$ cat src/rtl/mem_arbiter_pkg.sv
// Shared types for the instruction/data memory arbiter: FSM state encodings and
// the byte-enable width used by the data port and the shared memory port.
package mem_arbiter_pkg;

    localparam int unsigned WE_W = 4;

    typedef enum logic [1:0] {
        S_IDLE  = 2'd0,
        S_DATA  = 2'd1,
        S_INSTR = 2'd2,
        S_DONE  = 2'd3
    } arb_state_e;

    // A transaction needs the data phase when it reads or writes any byte.
    function automatic logic is_data_access(input logic rd, input logic [WE_W-1:0] we);
        return rd || (we != '0);
    endfunction

endpackage

$ cat src/rtl/mem_arbiter_ifetch_buf.sv
// One-entry instruction fetch buffer (address, word, valid). It is used only when
// ARB_IFETCH_BUF_EN is defined.
module ifetch_buf #(
    parameter int unsigned AW = 32,
    parameter int unsigned DW = 32
) (
    input  logic          i_clk,
    input  logic          i_rst,
    input  logic          i_fill,
    input  logic [AW-1:0] i_fill_addr,
    input  logic [DW-1:0] i_fill_data,
    input  logic          i_inval,
    input  logic [AW-1:0] i_inval_addr,
    input  logic [AW-1:0] i_lookup_addr,
    output logic          o_hit,
    output logic [DW-1:0] o_data
);

    logic          valid_q;
    logic [AW-1:0] addr_q;
    logic [DW-1:0] word_q;
    logic          inval_match;

    // Writes compare on word address; a same-cycle invalidate also masks the hit.
    assign inval_match = i_inval && valid_q && ((i_inval_addr >> 2) == (addr_q >> 2));
    assign o_hit       = valid_q && !inval_match && (i_lookup_addr == addr_q);
    assign o_data      = word_q;

    always_ff @(posedge i_clk) begin
        if (i_rst) begin
            valid_q <= 1'b0;
            addr_q  <= '0;
            word_q  <= '0;
        end else if (i_fill) begin
            valid_q <= 1'b1;
            addr_q  <= i_fill_addr;
            word_q  <= i_fill_data;
        end else if (inval_match) begin
            valid_q <= 1'b0;
        end
    end

endmodule

$ cat src/rtl/mem_arbiter.sv
// Arbitrates one instruction fetch and one optional data access per transaction onto a
// single shared memory port. Define ARB_IFETCH_BUF_EN to add a one-entry fetch buffer.
module mem_arbiter
    import mem_arbiter_pkg::*;
#(
    parameter int unsigned AW = 32,
    parameter int unsigned DW = 32
) (
    input  logic            i_clk,
    input  logic            i_rst,
    input  logic [AW-1:0]   i_addr_i,
    output logic [DW-1:0]   o_data_i,
    output logic            o_valid_i,
    input  logic [AW-1:0]   i_addr_d,
    input  logic            i_rd_d,
    input  logic [WE_W-1:0] i_we_d,
    input  logic [DW-1:0]   i_data_d,
    output logic [DW-1:0]   o_data_d,
    output logic            o_valid_d,
    output logic            o_mem_req,
    output logic [AW-1:0]   o_mem_addr,
    output logic            o_mem_rd,
    output logic [WE_W-1:0] o_mem_we,
    output logic [DW-1:0]   o_mem_data,
    input  logic            i_mem_ack,
    input  logic [DW-1:0]   i_mem_data
);

    arb_state_e      state_q, state_d;
    logic [AW-1:0]   addr_i_q;
    logic [AW-1:0]   addr_d_q;
    logic            rd_q;
    logic [WE_W-1:0] we_q;
    logic [DW-1:0]   wdata_q;
    logic [DW-1:0]   data_i_q;
    logic [DW-1:0]   data_d_q;

    logic            cap_i;
    logic            cap_d;
    logic            take_buf;
    logic            buf_hit;
    logic [DW-1:0]   buf_data;

`ifdef ARB_IFETCH_BUF_EN
    logic [AW-1:0] buf_lookup_addr;
    logic          buf_inval;

    // In S_IDLE the address is being latched this cycle, so look up the live input.
    assign buf_lookup_addr = (state_q == S_IDLE) ? i_addr_i : addr_i_q;
    assign buf_inval       = (state_q == S_DATA) && i_mem_ack && (we_q != '0);

    ifetch_buf #(
        .AW (AW),
        .DW (DW)
    ) u_ifetch_buf (
        .i_clk         (i_clk),
        .i_rst         (i_rst),
        .i_fill        (cap_i),
        .i_fill_addr   (addr_i_q),
        .i_fill_data   (i_mem_data),
        .i_inval       (buf_inval),
        .i_inval_addr  (addr_d_q),
        .i_lookup_addr (buf_lookup_addr),
        .o_hit         (buf_hit),
        .o_data        (buf_data)
    );
`else
    assign buf_hit  = 1'b0;
    assign buf_data = '0;
`endif

    always_comb begin
        state_d    = state_q;
        o_mem_req  = 1'b0;
        o_mem_addr = '0;
        o_mem_rd   = 1'b0;
        o_mem_we   = '0;
        o_mem_data = '0;
        cap_i      = 1'b0;
        cap_d      = 1'b0;
        take_buf   = 1'b0;
        unique case (state_q)
            S_IDLE: begin
                if (is_data_access(i_rd_d, i_we_d)) begin
                    state_d = S_DATA;
                end else if (buf_hit) begin
                    state_d  = S_DONE;
                    take_buf = 1'b1;
                end else begin
                    state_d = S_INSTR;
                end
            end
            S_DATA: begin
                o_mem_req  = 1'b1;
                o_mem_addr = addr_d_q;
                o_mem_rd   = rd_q;
                o_mem_we   = we_q;
                o_mem_data = wdata_q;
                if (i_mem_ack) begin
                    cap_d = rd_q;
                    if (buf_hit) begin
                        state_d  = S_DONE;
                        take_buf = 1'b1;
                    end else begin
                        state_d = S_INSTR;
                    end
                end
            end
            S_INSTR: begin
                o_mem_req  = 1'b1;
                o_mem_addr = addr_i_q;
                o_mem_rd   = 1'b1;
                if (i_mem_ack) begin
                    cap_i   = 1'b1;
                    state_d = S_DONE;
                end
            end
            S_DONE: begin
                state_d = S_IDLE;
            end
            default: begin
                state_d = S_IDLE;
            end
        endcase
    end

    always_ff @(posedge i_clk) begin
        if (i_rst) begin
            state_q  <= S_IDLE;
            addr_i_q <= '0;
            addr_d_q <= '0;
            rd_q     <= 1'b0;
            we_q     <= '0;
            wdata_q  <= '0;
            data_i_q <= '0;
            data_d_q <= '0;
        end else begin
            state_q <= state_d;
            if (state_q == S_IDLE) begin
                addr_i_q <= i_addr_i;
                addr_d_q <= i_addr_d;
                rd_q     <= i_rd_d;
                we_q     <= i_we_d;
                wdata_q  <= i_data_d;
            end
            if (cap_i) begin
                data_i_q <= i_mem_data;
            end else if (take_buf) begin
                data_i_q <= buf_data;
            end
            if (cap_d) begin
                data_d_q <= i_mem_data;
            end
        end
    end

    assign o_data_i  = data_i_q;
    assign o_data_d  = data_d_q;
    assign o_valid_i = (state_q == S_DONE);
    assign o_valid_d = (state_q == S_DONE);

endmodule

$ cat config.mk
export PLATFORM = sky130hd
export DESIGN_NAME = mem_arbiter
export DESIGN_NICKNAME = d
export VERILOG_FILES = /design/src/rtl/mem_arbiter_pkg.sv /design/src/rtl/mem_arbiter_ifetch_buf.sv /design/src/rtl/mem_arbiter.sv
export SDC_FILE = /design/constraint.sdc
export NUM_CORES = 1
export LEC_CHECK = 0
export BUFFER_PORTS_ARGS = -buffer_cell sky130_fd_sc_hd__buf_4
export CAP_MARGIN = 20
export CORE_MARGIN = 10
export CORE_UTILIZATION = 52
export DETAILED_ROUTE_END_ITERATION = 16
export PLACE_DENSITY = 0.93
export SLEW_MARGIN = 15
export SYNTH_ARGS = -nofsm -noshare
export SYNTH_HDL_FRONTEND = slang
export SYNTH_SLANG_ARGS = --single-unit
$ cat constraint.sdc
create_clock -name i_clk -period 3.9 [get_ports i_clk]
set_input_delay 0.585 -clock i_clk [delete_from_list [all_inputs] [get_ports i_clk]]
set_output_delay 0.585 -clock i_clk [all_outputs]
set_load 0.05 [all_outputs]
# --- After elaboration in Yosys (flattened, before gate mapping) ---
# Index checks and enable logic that the tools add are counted.
# W data, S select, Z words.
word_totals:
  register_bits: 167
  in_bits: 136
  out_inout_bits: 136
  wordCells: 32
classes:
  eq_ne: 5
  mux: 14
  n_reduce_logical: 5
op_table:
  columns: ["op", "count"]
  rows:
  - ["$mux W32", 2]
  - ["$pmux W32 S2", 1]
  - ["$pmux W2 S4", 1]
  - ["$mux W2", 3]
  - ["$mux W1", 5]
  - ["$eq A2 B2 Y1 const B", 2]
  - ["$mux W4", 1]
  - ["$ne A2 B2 Y1 const B", 2]
  - ["$reduce_bool A4 Y1", 1]
  - ["$eq A2 B1 Y1 const B", 1]
  - ["$logic_not A2 Y1", 1]
  - ["$pmux W1 S2", 1]
  - ["$reduce_and A2 Y1", 1]
  - ["$reduce_or A2 Y1", 1]
  - ["$logic_or A1 B1 Y1", 1]

# --- Depth between registers and ports, before layout ---
# Gate-level depths: netlist of run 1.
logic_depth:
  word_depth: 4
  ltp_mapped: 8
  ltp_nobuf: 5

# --- Least setup slack after synthesis of run 1 ---
# Ideal clock, no wire load.
synth_path:
  kind: "reg-to-output"
  from: "register state_q[1]"
  to: "output port o_mem_addr[0]"
  arrival_time_ps: 2062
  t_required_ps: 3315
  setup_slack_ps: 1253
  path_stages_with_launch: 5
  n_path_buf: 1
  path_cell_list: "dfxtp_1 > inv_1 > ha_1 > clkbuf_1 > nor2b_1"
synth_via:
  elab_chain_len: 2
  elab_cells_between_ends: 3
  classes_between: "eq/ne (2); mux (1)"
synth_lines:
  columns: ["item", "line_no", "rtl"]
  rows:
  - ["start: declaration", "mem_arbiter.sv:29", "arb_state_e state_q, state_d;"]
  - ["start signal: assignment", "mem_arbiter.sv:138", "state_q <= state_d;"]
  - ["$eq A2 B2 Y1 or $eq A2 B1 Y1 (tied branches)", "mem_arbiter.sv:82", "unique case (state_q)"]
  - ["$pmux W32 S2 (*)", "mem_arbiter.sv:82", null]
  - ["end: declaration", "mem_arbiter.sv:21", "output logic [AW-1:0] o_mem_addr,"]
# Mark *: on every way between the ends. The rest lies on a longest branch, timed or not.

# --- Final worst setup path of run 1 ---
layout_path:
  from: "register state_q[1]"
  to: "output port o_mem_addr[6]"
# The elaborated chain is that of the path after synthesis.

==> results of run 1 <==
-- state kept, by name, indices dropped and copies added (netlist names) --
| register | count |
|---|---|
| addr_d_q | 32 |
| addr_i_q | 32 |
| we_q | 4 |
| o_data_i | 32 |
| rd_q | 1 |
| wdata_q | 32 |
| o_data_d | 32 |
| state_q | 2 |
-- worst max-delay path by stage --
stage | endpoint | slack [ps]
6_report | o_mem_addr[6] | 1080
5_1_grt | o_mem_addr[16] | 930
4_1_cts | o_mem_addr[26] | 1060
3_5_place_dp | o_mem_addr[26] | 1520
3_3_place_gp | o_mem_addr[6] | 1610
2_1_floorplan | o_mem_addr[0] | 1250
-- stage by stage --
stage                     instances  setup WS, ps  cell area, sq um
after floorplan                 745          1253              6623
after global placement         1137          1612              8737
after detailed placement       1137          1522              8737
after CTS                      1169          1065              9350
after global routing           1169         933.8              9350
final                          1169          1083              9350
-- per-layer routing --
metal  share of wire, %  vias to the layer above
met5                  0                        -
met4                2.5                        0
met3                 11                       40
met2                 49                      257
met1                 38                     2762
li1                   -                     2933
-- power by group through the flow --
stage               Clock, mW  Sequential (mW)  Combinational (mW)
floorplan                   0             2.35                1.88
global placement            0             2.24                2.66
detailed placement          0             2.25                2.72
CTS                      1.75             2.22                2.74
global route             1.82             2.26                2.91
finish                   1.73             2.22                2.73
-- synth_stat cells, drive strengths merged --
master and count:
ha 5, nor3 1, nand2 129, a32o 1
nor2 102, inv 3, clkbuf 38, nor2b 33
dfxtp 167, and2 37, a22oi 32, or3 1
or4 1, a221oi 1, and3 1, clkinv 1
a21oi 66, buf 23, o21ba 1, nand3 1
mux2i 101
-- cell families after synthesis --
family / after synthesis / synth area share [%]
AND/OR/NAND/NOR: 306 / 20.16
multiplexers: 101 / 15.27
flip-flops: 167 / 50.48
adder cells (fa/ha/maj): 5 / 0.9446
AO/OA/AOI/OAI: 101 / 9.144
buffers and inverters: 65 / 4.005
-- worst min-delay path: cells and delay by family --
family,cells,cell delay [ps]
muxes,1,50
buffers and inverters,1,80
and+or+nand+nor,1,70
-- layout make-up --
| class | instances | area, sq um | share of cell area [%] |
|---|---|---|---|
| Sequential cell | 167 | 3343 | 35.76 |
| Tap cell | 172 | 215.2 | 2.302 |
| Clock inverter | 15 | 187.7 | 2.007 |
| Clock buffer | 17 | 425.4 | 4.550 |
| Multi-Input combinational cell | 513 | 3029 | 32.40 |
| Inverter | 4 | 15.01 | 0.1606 |
| Timing Repair Buffer | 281 | 2135 | 22.83 |
==> impl_metrics.tcl, run 1 <==
set metrics [dict create \
    grt_pass1_wl_um 32400 \
    min_period_ps 2817 \
    fmax_mhz 355.0 \
    post_cts_resized 0 \
    seqPwrFrac_pct 33.2 \
    routed_via_density 5.126 \
    required_ps 3310 \
    cts-htree-levels 4 \
    hold_buffers 0 \
    worstSetupPathType "reg -> out" \
    area_delta_synth_final_pct 41.19 \
    skew_ps 10.09 \
    dr.pass1.iters 5 \
    p_sw_mw 2.559 \
    hold_depth 3 \
    first_global_vias 6187 \
    whs_ps 398.3 \
    setup_viol 0 \
    synth_cells 745 \
    power_frac_comb_pct 40.9 \
    r2r_end "o_data_d[9]$_SDFFE_PP0P_" \
    path_clk_slew_ps 70 \
    coreArea_sq_um 12570 \
    clock_sinks 167 \
    slew_viol_final 0 \
    cp_cell_sequence "inv_1, ha_2, buf_4, a22oi_1, nor2b_1, buf_4" \
    grt.overflow.total 0 \
    dr_total_vias 5992 \
    timing.rr.start "state_q[1]$_SDFFE_PP0P_" \
    dp_hpwl_um 14850 \
    min_from "i_addr_i[21]" \
    power_mw 6.681 \
    peakVddDrop_mv 0.5083 \
    netlist.area_leader.share_pct 50.48 \
    finalNetCount 1125 \
    start_util_pct 52.69 \
    clock_power_share_pct 25.9 \
    worstPathBufferInverterCount 3 \
    grt.busiest_layer "met2" \
    path_depth 6 \
    yosysSeqAreaShare_pct 50.48 \
    powerDensity_nw_per_um2 714.5 \
    drive_above_1_share_pct 31.80 \
    drtIter0Drc 330 \
    rsz0062_at_grt "no" \
    cts_made_buffers 17 \
    slowest_delay_ps 420 \
    worstHoldPathType "in -> reg" \
    yosys_register_bits 167 \
    ff2ff_path_depth 7 \
    synth_nets 886 \
    synth_top_cell_by_area "dfxtp_1" \
    portBuffers 271 \
    cp-end-kind "output pin" \
    final.setup.tns_ps 0 \
    globalplace.congestion 0.8355 \
    synth.avg_cell_area_sq_um 8.889 \
    hold_viol_final 0 \
    netlist_area_sq_um 6623 \
    ys_top_cells_by_area "dfxtp_1 50%, mux2i_1 15%, nand2_1 7.3%, nor2_1 5.8%, a21oi_1 5.0%" \
    drcViolationCount 0 \
    fp.dieArea_sq_um 17650 \
    p_leak_nw 4.384 \
    crit_arrival_ps 2230 \
    wl_per_cell_um 17.84 \
    layout_common_cells "279 x buf_4, 167 x dfxtp_1, 129 x nand2_1" \
    wl_um 20850 \
    run_status "completed" \
    cts_tree "yes" \
    ios 272 \
    fin_util_pct 74.40 \
    cp_common_cell "buf_4" \
    ant_nets 0 \
    die_y_um 132.9 \
    cp_slowest_cell "ha_2" \
    die_w_um 132.9 \
    n_fill_cell 877 \
    cts_setup_buffers 0 \
    use_met2_pct 38.90 \
    cts_buffer_depth 2 \
    p_sw_share_pct 38.31 \
    antenna_cells 0 \
    clock_latency_ps 420 \
    startpoint_type "register" \
    power.internal_mw 4.121 \
    track_usage_pct 22.81 \
    relSlewSlack_pct 62.75 \
    r2r_slack_ps 1790 \
    yosys_warnings 0 \
    crit_start "state_q[1]$_SDFFE_PP0P_" \
    fin_crit_sh_pct 72.22 \
    maxCapViolations 0 \
    holdPathEnd "addr_i_q[21]$_SDFFE_PP0N_" \
    cts_root_buf "clkbuf_16" \
    critPathMaxFanout 25 \
    use_met3_pct 10.41 \
    tightestPinTransition_ps 558.8 \
    floorplan.rows 41 \
    final_common_cell "buf_4" \
    grt_max_degree 90 \
    antenna_found_initial 0 \
    critPathTopFamily "buffers and inverters" \
    ys_types 23 \
    use_met1_pct 23.99 \
]
Note: power is estimated with default switching activity, not from simulation.
==> run 2: changes to the inputs <==
--- a/config.mk
+++ b/config.mk
@@ -8,9 +8,9 @@
 export BUFFER_PORTS_ARGS = -buffer_cell sky130_fd_sc_hd__buf_4
 export CAP_MARGIN = 20
 export CORE_MARGIN = 10
-export CORE_UTILIZATION = 52
+export CORE_UTILIZATION = 48
 export DETAILED_ROUTE_END_ITERATION = 16
-export PLACE_DENSITY = 0.93
+export PLACE_DENSITY = 0.88
 export SLEW_MARGIN = 15
 export SYNTH_ARGS = -nofsm -noshare
 export SYNTH_HDL_FRONTEND = slang
==> constraint.sdc (replaced) <==
create_clock -name i_clk -period 2.9 [get_ports i_clk]
set_input_delay 0.435 -clock i_clk [delete_from_list [all_inputs] [get_ports i_clk]]
set_output_delay 0.435 -clock i_clk [all_outputs]
set_load 0.05 [all_outputs]
==> run 2 against run 1 <==
- total power increased by 32%
- cell area about the same
- largest power group unchanged
- clock skew decreased by 1.2 ps
- largest cell class unchanged
==> impl_metrics.tcl, run 2 (synthesized netlist as in run 1, its figures left out) <==
set metrics [dict create \
    skew_ps 8.930 \
    clock_power_share_pct 24.4 \
    cts_root_buf "clkbuf_16" \
    relSlewSlack_pct 56.14 \
    clock_latency_ps 420 \
    p_leak_nw 4.398 \
    fin_crit_sh_pct 92.17 \
    finalNetCount 1129 \
    post_cts_resized 0 \
    grt_max_degree 61 \
    slew_viol_final 0 \
    cts-htree-levels 4 \
    grt.overflow.total 0 \
    clock_sinks 167 \
    first_global_vias 5834 \
    use_met1_pct 23.00 \
    crit_start "state_q[1]$_SDFFE_PP0P_" \
    crit_arrival_ps 2240 \
    cp-end-kind "output pin" \
    setup_viol 0 \
    grt_pass1_wl_um 30930 \
    cts_tree "yes" \
    drcViolationCount 0 \
    dp_hpwl_um 15060 \
    die_y_um 137.5 \
    layout_common_cells "282 x buf_4, 167 x dfxtp_1, 129 x nand2_1" \
    cts_setup_buffers 0 \
    grt.busiest_layer "met2" \
    peakVddDrop_mv 0.6936 \
    antenna_found_initial 0 \
    seqPwrFrac_pct 33.8 \
    min_period_ps 2673 \
    p_sw_mw 3.367 \
    area_delta_synth_final_pct 41.30 \
    rsz0062_at_grt "no" \
    worstHoldPathType "in -> reg" \
    ant_nets 0 \
    hold_buffers 0 \
    use_met3_pct 9.614 \
    dr.pass1.iters 5 \
    drive_above_1_share_pct 32.07 \
    n_fill_cell 1034 \
    die_w_um 137.5 \
    portBuffers 271 \
    power_frac_comb_pct 41.9 \
    coreArea_sq_um 13400 \
    final_common_cell "buf_4" \
    final_cells 1177 \
    use_met2_pct 34.49 \
    worstSetupPathType "reg -> out" \
    fin_util_pct 69.83 \
    cts_made_buffers 17 \
    hold_viol_final 0 \
    routed_via_density 5.081 \
    fmax_mhz 374.1 \
    wl_per_cell_um 17.52 \
    dpl_cell_area_sq_um 8785 \
    tightestPinTransition_ps 657.9 \
    design_area_sq_um 9358 \
    crit_end "o_mem_addr[3]" \
    run_status "completed" \
    globalplace.congestion 0.8666 \
    dr_total_vias 5980 \
    start_util_pct 49.42 \
    wl_um 20620 \
    r2r_slack_ps 1010 \
    startpoint_type "register" \
    cts_buffer_depth 2 \
    path_clk_slew_ps 70 \
    maxCapViolations 0 \
    drtIter0Drc 308 \
    critPathMaxFanout 21 \
    antenna_cells 0 \
    required_ps 2470 \
    floorplan.rows 42 \
    powerDensity_nw_per_um2 940.3 \
    final.setup.tns_ps 0 \
    dpl.cell_count 1145 \
    power.internal_mw 5.432 \
    r2r_end "o_data_d[11]$_SDFFE_PP0P_" \
    ios 272 \
    track_usage_pct 20.77 \
    p_sw_share_pct 38.26 \
    ff2ff_path_depth 6 \
    fp.dieArea_sq_um 18900 \
    timing.rr.start "state_q[1]$_SDFFE_PP0P_" \
]
-- run 2: stage by stage --
stage	hold slack [ps]	setup WS, ps	power (mW)
CTS	232.1	177.7	8.857
finish	247.6	227.0	8.799
global placement	440.9	688.6	6.628
detailed placement	446.6	658.1	6.693
floorplan	451.5	402.8	5.687
global route	235.7	51.46	9.225
-- run 2: power groups by stage --
| stage | Combinational [mW] | Sequential, mW | Clock [mW] |
|---|---|---|---|
| after global placement | 3.63 | 3.00 | 0 |
| final | 3.68 | 2.97 | 2.14 |
| after CTS | 3.71 | 2.97 | 2.18 |
| after global routing | 3.93 | 3.02 | 2.27 |
| after detailed placement | 3.68 | 3.01 | 0 |
| after floorplan | 2.52 | 3.16 | 0 |
-- run 2: area by class of cell --
type                       instances  area (sq um)  share of cell area [%]
clock buffer                      23         508.0                   5.429
clock inverter                     9         65.06                  0.6953
tap                              176         220.2                   2.353
inverter                           4         15.01                  0.1604
multi-input combinational        513          3029                   32.37
sequential                       167          3343                   35.73
timing repair buffer             285          2177                   23.27
-- run 2: critical path: stages, from the launching register on --
cell and delay [ps]:
dfxtp_1 340, inv_1 150, ha_2 470, buf_4 320, a22oi_1 120, nor2b_1 170
buf_4 230
-- run 2: how the worst min path moves through the flow --
stage	startpoint	to	slack, ps	depth (start not counted)
floorplan	wdata_q[0]$_SDFFE_PP0N_	wdata_q[0]$_SDFFE_PP0N_	450	2
global placement	o_data_i[4]$_SDFFE_PP0P_	o_data_i[4]$_SDFFE_PP0P_	440	2
detailed placement	o_data_i[30]$_SDFFE_PP0P_	o_data_i[30]$_SDFFE_PP0P_	450	2
CTS	i_addr_i[25]	addr_i_q[25]$_SDFFE_PP0N_	230	3
global route	i_addr_i[25]	addr_i_q[25]$_SDFFE_PP0N_	240	3
finish	i_addr_d[26]	addr_d_q[26]$_SDFFE_PP0N_	250	3
-- run 2: routing by layer --
layer,routed length (um),share of wire [%],up-vias
met4,344,1.7,0
met1,7676,37,2776
li1,-,-,2939
met2,9972,48,238
met3,2627,13,27
met5,0,0,-
